**config.mk**
```make
export PLATFORM = sky130hd
export DESIGN_NAME = ccsds123_res_axis_out
export DESIGN_NICKNAME = d
export VERILOG_FILES = /design/src/rtl/ccsds123_res_axis_out.sv
export SDC_FILE = /design/constraint.sdc
export NUM_CORES = 1
export LEC_CHECK = 0
export BUFFER_PORTS_ARGS = -buffer_cell sky130_fd_sc_hd__buf_2
export CAP_MARGIN = 15
export CORE_MARGIN = 2
export CORE_UTILIZATION = 50
export DETAILED_ROUTE_END_ITERATION = 7
export PLACE_DENSITY = 0.75
export SETUP_SLACK_MARGIN = 0.15
export SLEW_MARGIN = 15
export SYNTH_ARGS = -nofsm -noshare
export SYNTH_HDL_FRONTEND = slang
export SYNTH_SLANG_ARGS = --single-unit
```
**constraint.sdc**
```tcl
create_clock -name clk -period 4.7 [get_ports clk]
set_input_delay 0.705 -clock clk [delete_from_list [all_inputs] [get_ports clk]]
set_output_delay 0.705 -clock clk [all_outputs]
set_load 0.01 [all_outputs]
```
**src/rtl/ccsds123_res_axis_out.sv**
```systemverilog
// AXI4-Stream master adapter for the CCSDS-123 non-stallable residual stream:
// FWFT FIFO, image-framed tlast, sticky overflow. Optional CCSDS123_RES_AXIS_OUT_HWM_EN adds max_level.
module ccsds123_res_axis_out #(
  parameter int D     = 16,
  parameter int NX    = 4,
  parameter int NY    = 4,
  parameter int NZ    = 16,
  parameter int DEPTH = 16
) (
  input  logic                     clk,
  input  logic                     aresetn,
  input  logic [D-1:0]             res,
  input  logic                     res_valid,
  output logic [D-1:0]             m_axis_tdata,
  output logic                     m_axis_tvalid,
  input  logic                     m_axis_tready,
  output logic                     m_axis_tlast,
  output logic                     overflow,
  output logic [$clog2(DEPTH):0]   level
`ifdef CCSDS123_RES_AXIS_OUT_HWM_EN
  ,
  output logic [$clog2(DEPTH):0]   max_level
`endif
);

  localparam int AW    = $clog2(DEPTH);
  localparam int LW    = AW + 1;
  localparam int TOTAL = NX * NY * NZ;
  localparam int CW    = (TOTAL > 1) ? $clog2(TOTAL) : 1;

  logic [D:0]    mem_r [DEPTH];
  logic [AW-1:0] wr_ptr_r;
  logic [AW-1:0] rd_ptr_r;
  logic [LW-1:0] level_r;
  logic [CW-1:0] cnt_r;
  logic          ovf_r;

  logic          pop_s;
  logic          push_s;
  logic          drop_s;
  logic          full_s;
  logic          last_s;
  logic [LW-1:0] level_nxt_s;
  logic [D:0]    head_s;

  // Handshake decode: a pop frees a slot in the same cycle, so full+pop still accepts the write.
  always_comb begin
    full_s = (level_r == LW'(DEPTH));
    pop_s  = (level_r != {LW{1'b0}}) && m_axis_tready;
    if (res_valid) begin
      push_s = !full_s || pop_s;
      drop_s = full_s && !pop_s;
    end else begin
      push_s = 1'b0;
      drop_s = 1'b0;
    end
    last_s = (cnt_r == CW'(TOTAL - 1));
  end

  // Occupancy update.
  always_comb begin
    level_nxt_s = level_r;
    case ({push_s, pop_s})
      2'b10:   level_nxt_s = level_r + LW'(1);
      2'b01:   level_nxt_s = level_r - LW'(1);
      default: level_nxt_s = level_r;
    endcase
  end

  // Storage array; cleared on reset so the head entry is never X.
  always_ff @(posedge clk or negedge aresetn) begin
    if (!aresetn) begin
      for (int i = 0; i < DEPTH; i++) begin
        mem_r[i] <= {(D + 1){1'b0}};
      end
    end else if (push_s) begin
      mem_r[wr_ptr_r] <= {last_s, res};
    end
  end

  // Pointers and occupancy; pointers wrap naturally since DEPTH is a power of two.
  always_ff @(posedge clk or negedge aresetn) begin
    if (!aresetn) begin
      wr_ptr_r <= {AW{1'b0}};
      rd_ptr_r <= {AW{1'b0}};
      level_r  <= {LW{1'b0}};
    end else begin
      if (push_s) begin
        wr_ptr_r <= wr_ptr_r + AW'(1);
      end
      if (pop_s) begin
        rd_ptr_r <= rd_ptr_r + AW'(1);
      end
      level_r <= level_nxt_s;
    end
  end

  // Image sample counter advances on drops too so framing survives an overflow.
  always_ff @(posedge clk or negedge aresetn) begin
    if (!aresetn) begin
      cnt_r <= {CW{1'b0}};
    end else if (res_valid) begin
      if (last_s) begin
        cnt_r <= {CW{1'b0}};
      end else begin
        cnt_r <= cnt_r + CW'(1);
      end
    end
  end

  // Sticky overflow flag.
  always_ff @(posedge clk or negedge aresetn) begin
    if (!aresetn) begin
      ovf_r <= 1'b0;
    end else if (drop_s) begin
      ovf_r <= 1'b1;
    end
  end

`ifdef CCSDS123_RES_AXIS_OUT_HWM_EN
  logic [LW-1:0] max_level_r;

  // High-water mark tracks the occupancy about to be registered.
  always_ff @(posedge clk or negedge aresetn) begin
    if (!aresetn) begin
      max_level_r <= {LW{1'b0}};
    end else if (level_nxt_s > max_level_r) begin
      max_level_r <= level_nxt_s;
    end
  end

  assign max_level = max_level_r;
`endif

  // Head entry presented FWFT; zeroed while empty.
  always_comb begin
    if (level_r != {LW{1'b0}}) begin
      head_s = mem_r[rd_ptr_r];
    end else begin
      head_s = {(D + 1){1'b0}};
    end
  end

  assign m_axis_tvalid = (level_r != {LW{1'b0}});
  assign m_axis_tdata  = head_s[D-1:0];
  assign m_axis_tlast  = head_s[D];
  assign overflow      = ovf_r;
  assign level         = level_r;

endmodule

```
## Word level (Yosys, flattened, before mapping)

Index checks and enable logic that the tools add are counted.
Widths: inputs -> output; s select.

| operators by class | value |
|---|---|
| add/sub/neg operators | 5 |
| $lt $le $gt $ge | 3 |
| eq/ne operators | 4 |
| mux-type cells | 11 |
| bitwise gates (word level) | 2 |
| reduce and logical (&&, ||, !) cells | 8 |

Operators by type and width:

| cell | number |
|---|---|
| $bwmux 272 | 1 |
| $bmux 17 s4 | 1 |
| $demux 17 s4 | 1 |
| $mux 17 | 4 |
| $ge 5x5->1 const B | 2 |
| $not 4->5 | 2 |
| $pmux 5 s2 | 1 |
| $add 4x1->4 const B | 2 |
| $add 8x1->8 const B | 1 |
| $eq 8x8->1 const B | 1 |
| $mux 8 | 1 |
| $add 5x1->5 const B | 1 |
| $eq 5x5->1 const B | 1 |
| $lt 5x1->1 const B | 1 |
| $reduce_bool 5->1 | 1 |
| $sub 5x1->5 const B | 1 |
| $logic_and 1x1->1 | 3 |
| $eq 2x1->1 const B | 1 |
| $eq 2x2->1 const B | 1 |
| $logic_not 1->1 | 2 |
| $mux 1 | 2 |
| $reduce_bool 2->1 | 1 |
| $logic_or 1x1->1 | 1 |

| storage, ports and cells | value |
|---|---|
| register bits after elaboration | 294 |
| input port bits | 20 |
| output and inout port bits | 24 |
| word-level logic and storage cells | 54 |

## Logic depth before layout (Yosys ltp)

| depth | value |
|---|---|
| word-level depth | 6 |
| mapped depth | 9 |

## Worst setup path before layout

No wires, ideal clock.

| path | value |
|---|---|
| path kind | register to register |
| start point | reg level_r[3] (netlist: level[3]) |
| end point | reg level_r[4] (netlist: level[4]) |
| setup time | 0.133 ns |
| arrival time | 2.634 ns |
| data required time | 4.567 ns |
| path slack | 1.933 ns |
| stages on the path, launching flop included | 10 |
| buffers on the path | 1 |
| period minus slack after synthesis | 2.767 ns |
| path through | dfrtp_1 -> or4_4 -> buf_6 -> o21ai_4 -> nor2_1 -> fa_1 -> a21o_1 -> a21oi_1 -> mux2i_1 -> o211ai_1 |

| between the ends | value |
|---|---|
| word-level cells in the longest chain between the ends | 6 |
| elaborated cells between the ends (all ways) | 12 |
| classes of those cells | add/sub: 2; eq/ne: 3; mux: 2; reduce/logical: 5 |

Ends and longest elaborated chain:

| element | RTL line | RTL |
|---|---|---|
| from (decl) | 34 | `logic [LW-1:0] level_r;` |
| from (signal assigned) | 86 | `level_r <= {LW{1'b0}};` |
| from (signal assigned) | 94 | `level_r <= level_nxt_s;` |
| $eq 5x5->1 / $reduce_bool 5->1 (equally long branches) | 48, 49 |  |
| $logic_not 1->1 / $logic_and 1x1->1 (equally long branches) | 51, 49 |  |
| $logic_or 1x1->1 | 51 | `push_s = !full_s \|\| pop_s;` |
| $mux 1 | 50 | `if (res_valid) begin` |
| $eq 2x1->1 / $eq 2x2->1 (equally long branches) | 63 | `case ({push_s, pop_s})` |
| $pmux 5 s2 / $reduce_bool 2->1 (equally long branches) | - |  |

Parallel ways exist; a longest one is shown, timed or not.
A chain may end at the register's enable or synchronous reset.

## Worst setup path after layout

| path | value |
|---|---|
| start point | reg rd_ptr_r[1] |
| end point | out m_axis_tdata[9] |

| between the ends | value |
|---|---|
| word-level cells in the longest chain between the ends | 5 |

Ends and longest elaborated chain:

| element | RTL line | RTL |
|---|---|---|
| from (decl) | 33 | `logic [AW-1:0] rd_ptr_r;` |
| from (signal assigned) | 85 | `rd_ptr_r <= {AW{1'b0}};` |
| from (signal assigned) | 92 | `rd_ptr_r <= rd_ptr_r + AW'(1);` |
| $not 4->5 (not written as such) | 138 | `head_s = mem_r[rd_ptr_r];` |
| $bmux 17 s4 | 138 |  |
| $mux 17 (not written as such) (2 in series) | 138 |  |
| $mux 17 | 137 | `if (level_r != {LW{1'b0}}) begin` |
| to (decl) | 14 | `output logic [D-1:0] m_axis_tdata,` |

Every way passes these cells. The select of a mux whose other input is x is not followed.

==> summary.txt <==
DR WL/cell: 23.43 µm
Slew @ Worst Pin: 1.052 ns
Worst EP required: 3.99 ns
path depth of the worst reg2reg path: 8
Routed WL: 30950 µm
die area: 0.02988 mm²
GRT Total Usage: 21.25%
Worst R2R Start: level[3]$_DFFE_PN0P_
vias post-DR: 7694
H-tree depth: 1
worst-path cell chain: buf_12 > mux4_2 > mux2_2 > o21ai_0 > a21oi_1 > buf_2
met1 global-route usage: 30.97%
final setup fails: 0
Antenna Nets Post-Route: 0
top_reg_cell synth: dfrtp_1
Max Clock Freq: 273.8 MHz
Cell Area, Synth: 0.01426 mm²
dominant cell type by area after synthesis: dfrtp_1
largest net degree at the start of global routing: 100
crit path launch: rd_ptr_r[1]$_DFFE_PN0N_
n_diodes: 0
placed cell areas: 0.01471 mm²
Site Rows: 61
final core utilization: 56.71%
Final #Nets: 949
clk_lat worst skew: 0.56 ns
CP Capture Type: output port
worst min path class: in -> async
RePlAce Congestion: 0.7343
Async S/R FF share, synth: 100.0%
Area contributors post-synth: dfrtp_1 52%, mux2_2 11%, mux4_2 11%
first-pass GRT wire length: 49720 µm
CTS tree: done
leak pwr: 6.885 nW
Worst EP arrival: 2.95 ns
hpwl dp: 17520 µm
total chip power: 0.01171 W
RSZ-0062 raised after global routing: false
Reg2Reg Setup Slack: 1.70 ns
Sink Count: 294
YS warnings: 0
Slew headroom: 29.84%
Iter 0 DRT Violations: 457
Overflow after GRT: 0
post-route cell area: 0.01584 mm²
CTS resizes: 0
power density over cell area: 739.0 mW/mm²
Via density: 5.824
Clock Tree Buf Depth: 3
post-synthesis register bit count: 294
Setup Fix Bufs, Post-CTS: 0
Post-synth EDFFs: 0
Post-route DRC: 0
share of the synthesized area in the top cell type: 51.60%
CTS Hold Bufs: 0
antenna violations before repair: 1
crit path max fanout: 56
M2 GR Usage: 34.52%
Initial Util: 51.04%
Gate Count Post-Synth: 890
Synth-to-Final Area Change: 11.09%
commonest non-fill, non-tap cell in the layout: dfrtp_1
crit share post-route: 77.72%
share of cells above drive strength 1: 45.39%
met3 usage: 2.814%
Worst path max stage delay: 0.62 ns
Die Y: 172.9 µm
global routing's busiest layer: met2
Port Buffers: 43
CP Capture Point: m_axis_tdata[9]
vias in the first global route: 8357
Root Buffer: clkbuf_16
Setup TNS Final: 0 ns
max_cap viols: 0
register area share after synthesis: 51.60%
core area: 0.02793 mm²
commonest non-fill, non-tap cells in the layout: 291 x dfrtp_1, 143 x mux2_2, 73 x mux2_4
CP Class: reg -> out
startpoint types: register
worst vdd ir: 0.0004074 V
Final Max Tran Viols: 0
clk slew on worst S/H paths: 0.06 ns
mean area per synthesized cell: 16.02 µm²
Initial DRT Pass Iterations: 4
syn nets: 920
CP max stage cell: dfrtp_4
Top-Level Pins: 44
chip width: 172.9 µm
Critical R2R Capture: level[4]$_DFFE_PN0P_
Clock Skew: 0.01186 ns
CTS Buf Count: 30
minimum clock period: 3.653 ns
Hold Fails Final Rpt: 0
Synth cell types: 47
status: finished clean
-- flip-flops by register name (all words and copies together), names as in the netlist --
name,flops
rd_ptr_r,4
cnt_r,8
wr_ptr_r,4
mem_r,272
level,5
overflow,1
-- per-layer routing --
metal  up-vias  part of all wire [%]
met2       146                    47
met1      4147                    46
met5         -                 0.045
li1       3348                     -
met3        51                   4.4
met4         2                   2.0
-- worst max-delay path, delay by kind of cell, from the launching register on --
family	cells	cell delay, ns
compound gates	2	0.32
mux	2	0.85
buf+inv	2	0.56
flops	1	0.62
-- layout make-up --
| class | count | area [µm²] |
|---|---|---|
| Sequential cell | 294 | 7366 |
| Clock inverter | 15 | 252.7 |
| Tap cell | 378 | 473.0 |
| Fill cell | 2236 | 12090 |
| Clock buffer | 41 | 873.3 |
| Multi-Input combinational cell | 510 | 6380 |
| Timing Repair Buffer | 65 | 427.9 |
| Inverter | 18 | 67.56 |
-- power breakdown --
group | total (W) | switching (W) | leakage, nW | internal [W]
combinational | 0.00440 | 0.00177 | 2.70 | 0.00263
clock | 0.00269 | 0.00101 | 0.556 | 0.00168
sequential | 0.00462 | 0.000864 | 3.63 | 0.00375
total | 0.0117 | 0.00365 | 6.89 | 0.00806
-- how the worst min path moves through the flow --
| stage | cells past startpoint | start | to | slack [ns] |
|---|---|---|---|---|
| floorplan | 0 | aresetn | cnt_r[0]$_DFFE_PN0P_ | 0.41 |
| global placement | 2 | mem_r[254]$_DFFE_PN0P_ | mem_r[254]$_DFFE_PN0P_ | 0.46 |
| detailed placement | 2 | mem_r[237]$_DFFE_PN0P_ | mem_r[237]$_DFFE_PN0P_ | 0.47 |
| CTS | 1 | aresetn | mem_r[214]$_DFFE_PN0P_ | 0.22 |
| global route | 1 | aresetn | mem_r[265]$_DFFE_PN0P_ | 0.23 |
| finish | 1 | aresetn | mem_r[231]$_DFFE_PN0P_ | 0.16 |
-- synthesized netlist by cell type, types with 9 or more instances --
master / number
nand2_1: 11
ha_1: 9
inv_1: 17
buf_6: 9
mux2_1: 64
dfrtp_1: 294
a21oi_1: 20
o21ai_0: 22
buf_2: 14
mux2_2: 143
clkbuf_1: 28
mux2i_1: 31
mux2_4: 73
mux4_2: 68
-- cells by family (layout without fill, tap and decap cells) --
family / Yosys count / count (layout) / share of synthesized area, %
simple gates: 51 / 51 / 3.124
mux: 380 / 380 / 37.11
xor+xnor: 14 / 14 / 0.8600
flops: 294 / 294 / 51.60
fa+ha+maj: 10 / 10 / 0.9302
compound gates: 55 / 55 / 2.720
buf+inv: 86 / 139 / 3.659
-- per-stage QoR --
step	std cells	setup WS, ns	hold slack [ns]
floorplan	890	1.933	0.4094
global placement	1265	1.636	0.4584
detailed placement	1265	1.600	0.4699
CTS	1321	1.010	0.2188
global route	1321	0.8932	0.2250
finish	1321	1.047	0.1575
Note: power is estimated with default switching activity, not from simulation.
